<file path="src/rtl/pipe_hazard_ctrl.sv">
// Pipeline sequencing controller: decides advance / hold / bubble for IF/ID and
// ID/EXE to cover load-use stalls, multi-cycle MUL occupancy and branch flushes.
`ifndef ASIZE
`define ASIZE 5
`endif

module pipe_hazard_ctrl #(
    parameter int         ASIZE      = `ASIZE,
    parameter logic [5:0] OP_LOAD    = 6'h23,
    parameter logic [5:0] OP_MUL     = 6'h18,
    parameter int         MUL_CYCLES = 4
) (
    input  logic             clk,
    input  logic             rst,
    input  logic             id_valid,
    input  logic [5:0]       id_op,
    input  logic [ASIZE-1:0] id_rs,
    input  logic [ASIZE-1:0] id_rt,
    input  logic             id_rs_used,
    input  logic             id_rt_used,
    input  logic [ASIZE-1:0] id_dest,
    input  logic             id_wen,
    input  logic             br_taken,
    output logic             pc_en,
    output logic             ifid_en,
    output logic             ifid_flush,
    output logic             idexe_en,
    output logic             idexe_bubble,
    output logic             exe_busy,
    output logic [1:0]       hz_state,
    output logic [15:0]      stall_cnt
);

    typedef enum logic [1:0] {
        ST_RUN      = 2'b00,
        ST_MUL_WAIT = 2'b01
    } hz_state_e;

    // Wide enough for MUL_CYCLES-1 up to 15.
    localparam int            CW        = 5;
    localparam logic [CW-1:0] MUL_LOAD  = CW'(MUL_CYCLES - 1);
    localparam bit            MUL_MULTI = (MUL_CYCLES > 1);

    hz_state_e        state_q, state_d;
    logic [CW-1:0]    cnt_q, cnt_d;
    logic             ex_valid_q, ex_valid_d;
    logic             ex_load_q, ex_load_d;
    logic             ex_wen_q, ex_wen_d;
    logic [ASIZE-1:0] ex_dest_q, ex_dest_d;
    logic [15:0]      stall_cnt_q, stall_cnt_d;

    logic src_hit;
    logic lu;
    logic issue;

    assign src_hit = (id_rs_used && (id_rs == ex_dest_q)) ||
                     (id_rt_used && (id_rt == ex_dest_q));

    // Register 0 is hard-wired, so a load targeting it never blocks a reader.
    assign lu = ex_valid_q && ex_load_q && ex_wen_q && (ex_dest_q != '0) &&
                id_valid && src_hit;

    // Normal issue slot: running, no redirect, no load-use stall.
    assign issue = rst && (state_q == ST_RUN) && !br_taken && !lu;

    // NOTE: every output gets a default before the priority chain; a path that
    // leaves a combinational variable unassigned would infer a latch.
    always_comb begin
        pc_en        = 1'b0;
        ifid_en      = 1'b0;
        ifid_flush   = 1'b0;
        idexe_en     = 1'b0;
        idexe_bubble = 1'b0;
        exe_busy     = 1'b0;
        if (!rst) begin
            ifid_flush   = 1'b1;
            idexe_en     = 1'b1;
            idexe_bubble = 1'b1;
        end else if (state_q == ST_MUL_WAIT) begin
            exe_busy = 1'b1;
        end else if (br_taken) begin
            pc_en        = 1'b1;
            ifid_en      = 1'b1;
            ifid_flush   = 1'b1;
            idexe_en     = 1'b1;
            idexe_bubble = 1'b1;
        end else if (lu) begin
            idexe_en     = 1'b1;
            idexe_bubble = 1'b1;
        end else begin
            pc_en    = 1'b1;
            ifid_en  = 1'b1;
            idexe_en = 1'b1;
        end
    end

    always_comb begin
        state_d     = state_q;
        cnt_d       = cnt_q;
        ex_valid_d  = ex_valid_q;
        ex_load_d   = ex_load_q;
        ex_wen_d    = ex_wen_q;
        ex_dest_d   = ex_dest_q;
        stall_cnt_d = stall_cnt_q;

        // Bubble wins over capture; neither means ID/EXE holds.
        if (idexe_bubble) begin
            ex_valid_d = 1'b0;
        end else if (idexe_en) begin
            ex_valid_d = id_valid;
            ex_load_d  = (id_op == OP_LOAD);
            ex_wen_d   = id_wen;
            ex_dest_d  = id_dest;
        end

        case (state_q)
            ST_RUN: begin
                if (issue && id_valid && (id_op == OP_MUL) && MUL_MULTI) begin
                    state_d = ST_MUL_WAIT;
                    cnt_d   = MUL_LOAD;
                end
            end
            ST_MUL_WAIT: begin
                cnt_d = cnt_q - 1'b1;
                if (cnt_q <= CW'(1)) begin
                    state_d = ST_RUN;
                end
            end
            default: state_d = ST_RUN;
        endcase

        if (!pc_en && (stall_cnt_q != 16'hFFFF)) begin
            stall_cnt_d = stall_cnt_q + 16'd1;
        end
    end

    // NOTE: sequential state uses non-blocking assignments so every flop
    // samples the pre-edge values of the others.
    always_ff @(posedge clk) begin
        if (!rst) begin
            state_q     <= ST_RUN;
            cnt_q       <= '0;
            ex_valid_q  <= 1'b0;
            stall_cnt_q <= '0;
        end else begin
            state_q     <= state_d;
            cnt_q       <= cnt_d;
            ex_valid_q  <= ex_valid_d;
            stall_cnt_q <= stall_cnt_d;
        end
    end

    // NOTE: shadow payload is qualified by ex_valid_q, so it carries no reset.
    always_ff @(posedge clk) begin
        ex_load_q <= ex_load_d;
        ex_wen_q  <= ex_wen_d;
        ex_dest_q <= ex_dest_d;
    end

    assign hz_state  = state_q;
    assign stall_cnt = stall_cnt_q;

endmodule

</file>
<file path="config.mk">
export PLATFORM = sky130hd
export DESIGN_NAME = pipe_hazard_ctrl
export DESIGN_NICKNAME = d
export VERILOG_FILES = /design/src/rtl/pipe_hazard_ctrl.sv
export SDC_FILE = /design/constraint.sdc
export NUM_CORES = 1
export LEC_CHECK = 0
export ABC_AREA = 0
export CAP_MARGIN = 10
export CORE_MARGIN = 4
export CORE_UTILIZATION = 46
export CTS_CLUSTER_SIZE = 12
export DETAILED_ROUTE_END_ITERATION = 10
export GPL_ROUTABILITY_DRIVEN = 0
export MAX_ROUTING_LAYER = met4
export PLACE_DENSITY = 0.8
export SYNTH_ARGS = -nofsm -noshare
export SYNTH_HDL_FRONTEND = slang
export SYNTH_SLANG_ARGS = --single-unit
</file>
<file path="constraint.sdc">
create_clock -name clk -period 3.5 [get_ports clk]
set_clock_uncertainty 0.2 [all_clocks]
set_input_delay 1.05 -clock clk [delete_from_list [all_inputs] [get_ports clk]]
set_output_delay 1.05 -clock clk [all_outputs]
set_load 0.03 [all_outputs]
</file>
==> metrics.md, run 1 <==
| Metric | Value |
|---|---|
| Post-synth ARST share | `0` |
| Mapped Area | `about 0.0016 mm^2` |
| Setup WS pre-CTS | `-239.5 ps` |
| Setup Fix Bufs, Post-CTS | `0` |
| Drt via density | `between 5 and 6` |
| Number of synthesized register bits | `30` |
| Int Pwr | `~0.51 mW` |
| Share of cells above drive strength 1 | `0.2130` |
| Sequential cell area fraction in the yosys report | `0.4142` |
| Slew Limit Fails | `0` |
| Core Rows | `21` |
| WL per Instance | `between 10 and 15 um` |
| Total GRT Usage | `0.1701` |
| Starting Density | `0.4814` |
| Max-Cap Viols | `0` |
| Number of synthesized flops with an enable pin | `7` |
| Final worst slack | `approximately 58 ps` |
| Net Sw Frac | `0.2555` |
| CTS Buf Count | `5` |
| Worst-Margin Slew | `~580 ps` |
| Antenna cells | `0` |
| Tot Pwr | `~0.69 mW` |
| Pwr Density | `around 300 mW/mm^2` |
| Die area | `0.004533 mm^2` |
| Hold Crit Depth | `1` |
| Via Count | `approximately 1,400` |
| Leak pwr | `0.8678 nW` |
| Req. time, crit path | `roughly 2300 ps` |
| Antenna violations before repair | `0` |
| Root buffer cell | `clkbuf_4` |
| Largest net degree at the start of global routing | `16` |
| Sw power | `0.1761 mW` |
| Fin nets | `260` |
| Hold EP | `cnt_q[4]` |
| Synthesized Nets | `200` |
| Endpoint of the worst-slack reg-to-reg timing path | `stall_cnt[10]` |
| First-pass GRT wire length | `5533 um` |
| Crit path kind | `primary input to output pin` |
| Hold path startpoint | `cnt_q[4]` |
| Run status | `completed` |
| Count of different cell masters after synthesis | `42` |
| Slew headroom | `0.6099` |
| Min Hold Slack | `~270 ps` |
| Max Root-Sink Buffers | `2` |
| Crit Path Max Fanout | `3` |
| Core area | `between 0.003 and 0.004 mm^2` |
| Final worst path period share | `0.9834` |
| Area Overhead vs Synth | `38.10%` |
| Non-filler instance count after layout | `approximately 280` |
| Fin. Hold Viols | `0` |
| Syn Area/Cell | `roughly 9.6 um^2` |
| Final Core Density | `0.6648` |
| Iteration-0 DRC Markers | `55` |
| R2r startpoint | `ex_dest_q[4]` |
| First-pass detailed-route iteration total | `4` |
| Register share of total power | `0.540` |
| Design area | `~0.0022 mm^2` |
| Fillers | `between 200 and 300` |
| Sink Count | `30` |
| Commonest non-fill, non-tap cell in the layout | `clkdlybuf4s50_1` |
| H-tree depth | `2` |
| Setup crit end kind | `output pin` |
| Die X | `between 60 and 70 um` |
| GRT Residual Overflow | `0` |
| Vias in the first global route | `~1,200` |
| Post-DP Area | `0.002201 mm^2` |
| # DRC | `0` |
| Minimum clock period | `3442 ps` |
| Worst Hold Class | `flip-flop to flip-flop` |
| Clk_lat worst skew | `~330 ps` |
| Top_reg_cell synth | `dfxtp_1` |
| Ys Warns | `0` |
| Crit path launch type | `primary input` |
| Routed Antenna Nets | `0` |
| Clock power frac | `0.318` |
| Gate Count Post-Synth | `roughly 170` |
| Worst IR Drop VDD | `approximately 0.00022 V` |
| # IOs | `between 50 and 60` |
| Achievable clock frequency | `roughly 0.29 GHz` |
| # placed instances | `268` |
| Most frequent cells in the layout | `clkdlybuf4s50_1 (31), dfxtp_1 (23), nor2_1 (21)` |
| Comb pwr share | `0.142` |
| RSZ-0062 raised after global routing | `false` |
| Post-route setup TNS | `0 ps` |
| IO Port Bufs | `50` |
| TritonCTS clock tree | `built` |
| R2R cell count | `9` |
| Chip height | `about 67 um` |
| Reg clk slew, reported paths | `about 100 ps` |
| Post-Route WL | `around 3500 um` |
| Hpwl dp | `2743 um` |
| WP data arrival | `between 2000 and 2500 ps` |
| R2r setup slk | `approximately 1100 ps` |
| Final setup vio count | `0` |
==> synth_stat cells (all sizes together) (4+ instances only) <==
master	n	area, um^2
dfxtp	23	460.4
nor2	22	85.09
xnor2	22	192.7
nand2	16	60.06
nand3	9	45.04
edfxtp	7	210.2
and3	6	38.79
inv	6	22.52
nor3	6	35.03
nor4b	5	50.04
o21ai	5	25.02
buf	4	37.53
nand2b	4	25.02
nand4	4	31.28
nor4	4	61.31
==> cell type report <==
cell class              instances  area (um^2)  area share
flip-flops and latches         30        670.6      0.2999
clock inverters                 1        5.005    0.002238
clock buffers                   7        55.05     0.02462
repair buffers                 60        526.8      0.2356
well taps                      46        57.56     0.02574
inverters                       6        22.52     0.01007
multi-input cells             126        898.4      0.4018
==> per-layer routing <==
layer  track usage  routed length, um  share of wire
met4       0.05316                 44          0.013
met5             -                  0              0
met2        0.2724               1730           0.50
met1        0.2000               1568           0.45
met3       0.05990                139          0.040
==> cell families (layout without fill, tap and decap cells) <==
group,after synthesis,in the layout,synth area share
DFF,30,30,0.4142
AOI/OAI and AO/OA,15,15,0.07729
muxes,3,3,0.01855
adders and majority gates,3,3,0.02319
buffers and inverters,13,74,0.04404
xor gates and xnor gates,23,23,0.1244
other,1,1,0.002316
and+or+nand+nor,81,81,0.2960
==> power by group through the flow <==
stage / registers [mW] / clock network, mW / logic (mW)
after CTS: 0.372 / 0.227 / 0.0994
after global routing: 0.373 / 0.239 / 0.107
after floorplan: 0.383 / 0 / 0.0458
after detailed placement: 0.380 / 0 / 0.102
after global placement: 0.380 / 0 / 0.101
final: 0.372 / 0.219 / 0.0980
==> flip-flops by register name, indices dropped and copies added (netlist names) <==
name / flops
ex_wen_q: 1
ex_dest_q: 5
ex_valid_q: 1
cnt_q: 5
stall_cnt: 16
hz_state: 1
ex_load_q: 1
==> worst max-delay path by stage <==
stage / startpoint / end / slack, ps / cells past startpoint
4_1_cts: id_rt[0] / pc_en / 3 / 7
3_3_place_gp: id_rs[4] / ifid_en / -230 / 7
6_report: rst / ifid_en / 60 / 4
2_1_floorplan: id_rs[1] / idexe_bubble / 60 / 6
3_5_place_dp: id_rs[4] / pc_en / -240 / 7
5_1_grt: rst / ifid_en / 20 / 4
==> what timing repair did <==
action / CTS / global route
hold buffers: 0 / 0
pin swaps: 15 / 10
setup endpoints to repair: 3 / 3
hold endpoints to repair: 0 / 0
gates resized for setup: 33 / 8
==> worst max-delay path: stages <==
cell and delay, ps:
clkdlybuf4s50_1 510, inv_1 90, a311oi_4 360, buf_6 190
Note: power is estimated with default switching activity, not from simulation.
==> run 2: changes to the inputs <==
GPL_ROUTABILITY_DRIVEN = 1   (was 0)
MAX_ROUTING_LAYER = not set   (was met4)
==> run 2 against run 1 <==
Die area is the same. Combinational power barely moved. Setup slack improved by 1.9 ps. Total power is 0.20% lower. Clock power is essentially flat. Critical path depth unchanged. Highest routed layer unchanged.
==> metrics.md, run 2 (same netlist as run 1, synthesis figures left out) <==
| Metric | Value |
|---|---|
| RSZ-0062 raised after global routing | `false` |
| Chip height | `67.33 um (unchanged)` |
| Drt via density | `4.975 (-1.1%)` |
| # DRC | `0 (unchanged)` |
| Post-DP Area | `0.002201 mm^2 (unchanged)` |
| Pwr Density | `307.7 mW/mm^2 (-0.20%)` |
| Reg clk slew, reported paths | `100 ps (about the same)` |
| Achievable clock frequency | `0.2907 GHz (about the same)` |
| Iteration-0 DRC Markers | `43 (-22%)` |
| Post-cts hold buffer count | `0 (unchanged)` |
| Setup Fix Bufs, Post-CTS | `0 (unchanged)` |
| Slew headroom | `0.6089 (-0.0009160)` |
| CTS Buf Count | `5 (unchanged)` |
| GPL Wtd Cong | `0.7698` |
| First-pass detailed-route iteration total | `4 (unchanged)` |
| # IOs | `52 (unchanged)` |
| Fillers | `281 (unchanged)` |
| Non-filler instance count after layout | `276 (unchanged)` |
| Commonest non-fill, non-tap cell in the layout | `clkdlybuf4s50_1` |
| IO Port Bufs | `50 (unchanged)` |
| Via Count | `1,373 (-1.1%)` |
| Most frequent cells in the layout | `clkdlybuf4s50_1 (31), dfxtp_1 (23), nor2_1 (21)` |
| Largest net degree at the start of global routing | `16 (unchanged)` |
| Design area | `0.002236 mm^2 (unchanged)` |
| Final worst path period share | `0.9829 (about the same)` |
| Core Rows | `21 (unchanged)` |
| Root buffer cell | `clkbuf_4` |
| TritonCTS clock tree | `built` |
| Worst Hold Class | `flip-flop to flip-flop` |
| Run status | `completed` |
| Starting Density | `0.4814 (unchanged)` |
| WP data arrival | `2190 ps (about the same)` |
| CP max-delay cell | `clkdlybuf4s50_1` |
| Final setup vio count | `0 (unchanged)` |
| Die area | `0.004533 mm^2 (unchanged)` |
| Sink Count | `30 (unchanged)` |
| First-pass GRT wire length | `5526 um (-0.13%)` |
| Fin. Hold Viols | `0 (unchanged)` |
| Hpwl dp | `2743 um (unchanged)` |
| Minimum clock period | `3440 ps (-1.927 ps)` |
| Post-route setup TNS | `0 ps (unchanged)` |
| Max reg flops | `16 (unchanged)` |
| Final worst slack | `59.98 ps (+1.927 ps)` |
| Tot Pwr | `0.6880 mW (-0.20%)` |
| GRT Residual Overflow | `0 (unchanged)` |
| Vias in the first global route | `1,232 (+0.16%)` |
| Crit Path Max Fanout | `3 (unchanged)` |
| Slowest stage delay, CP | `510 ps (about the same)` |
| Hold Crit Depth | `1 (unchanged)` |
| Share of cells above drive strength 1 | `0.2130 (unchanged)` |
| Core area | `0.003363 mm^2 (unchanged)` |
| H-tree depth | `2 (unchanged)` |
| Routed Antenna Nets | `0 (unchanged)` |
| CP Cell Sequence | `clkdlybuf4s50_1 -> inv_1 -> a311oi_4 -> buf_6` |
| Clk_lat worst skew | `330 ps (about the same)` |
| Max-Cap Viols | `0 (unchanged)` |
| Setup WS pre-CTS | `-239.5 ps (unchanged)` |
| Antenna violations before repair | `0 (unchanged)` |
| Crit path launch type | `primary input` |
| R2R cell count | `9 (unchanged)` |
| Fin nets | `260 (unchanged)` |
| Area Overhead vs Synth | `38.10% (unchanged)` |
| Die X | `67.33 um (unchanged)` |
| Leak pwr | `0.8678 nW (unchanged)` |
| Post-Route WL | `3468 um (-0.43%)` |
| Worst-Margin Slew | `584.4 ps (+1.369 ps)` |
| WL per Instance | `12.57 um (-0.43%)` |
| # placed instances | `268 (unchanged)` |
| Req. time, crit path | `2250 ps (about the same)` |
| Slew Limit Fails | `0 (unchanged)` |
| Setup crit end kind | `output pin` |
| Total GRT Usage | `0.1664 (-0.003707)` |
| Max Root-Sink Buffers | `2 (unchanged)` |
| Antenna cells | `0 (unchanged)` |
| Crit path kind | `primary input to output pin` |
| R2r setup slk | `1140 ps (about the same)` |
| Worst IR Drop VDD | `0.0002169 V (+0.10%)` |
-- run 2: path summary, 6_finish.rpt --
path           startpoint       endpoint
max                   rst        ifid_en
min reg2reg      cnt_q[4]       cnt_q[4]
max reg2reg  ex_dest_q[4]  stall_cnt[10]
min              cnt_q[4]       cnt_q[4]
-- run 2: metrics by stage --
step	util	hold WS [ps]
after floorplan	-	221.2
after global placement	0.6544	233.1
after detailed placement	0.6544	243.8
after CTS	0.6708	267.5
after global routing	0.6648	281.2
final	0.6648	269.3
-- run 2: worst max-delay path: cells and delay by family --
kind	cells	cell delay (ps)
AOI/OAI and AO/OA	1	360
buffers and inverters	3	790
-- run 2: area by class of cell --
class,instances,area [um^2],share of cell area
well taps,46,57.56,0.02574
inverters,6,22.52,0.01007
clock buffers,7,55.05,0.02462
flip-flops and latches,30,670.6,0.2999
repair buffers,60,526.8,0.2356
clock inverters,1,5.005,0.002238
multi-input cells,126,898.4,0.4018
-- run 2: per-layer routing --
metal,part of all wire,wire length (um),GRT usage
met1,0.46,1582,0.2000
met2,0.50,1731,0.2724
met3,0.030,104,0.06489
met4,0.014,48,0.05316
met5,0,0,0
-- run 2: what timing repair did --
| action | 4_1_cts | 5_1_grt |
|---|---|---|
| setup endpoints to repair | 3 | 3 |
| pin swaps | 15 | 10 |
| gates resized for setup | 33 | 8 |
| hold endpoints to repair | 0 | 0 |
-- run 2: power by group --
group / switching [mW] / internal [mW] / leakage (nW)
combinational: 0.0454 / 0.0527 / 0.582
sequential: 0.00890 / 0.363 / 0.250
clock: 0.121 / 0.0972 / 0.0353
total: 0.175 / 0.513 / 0.868
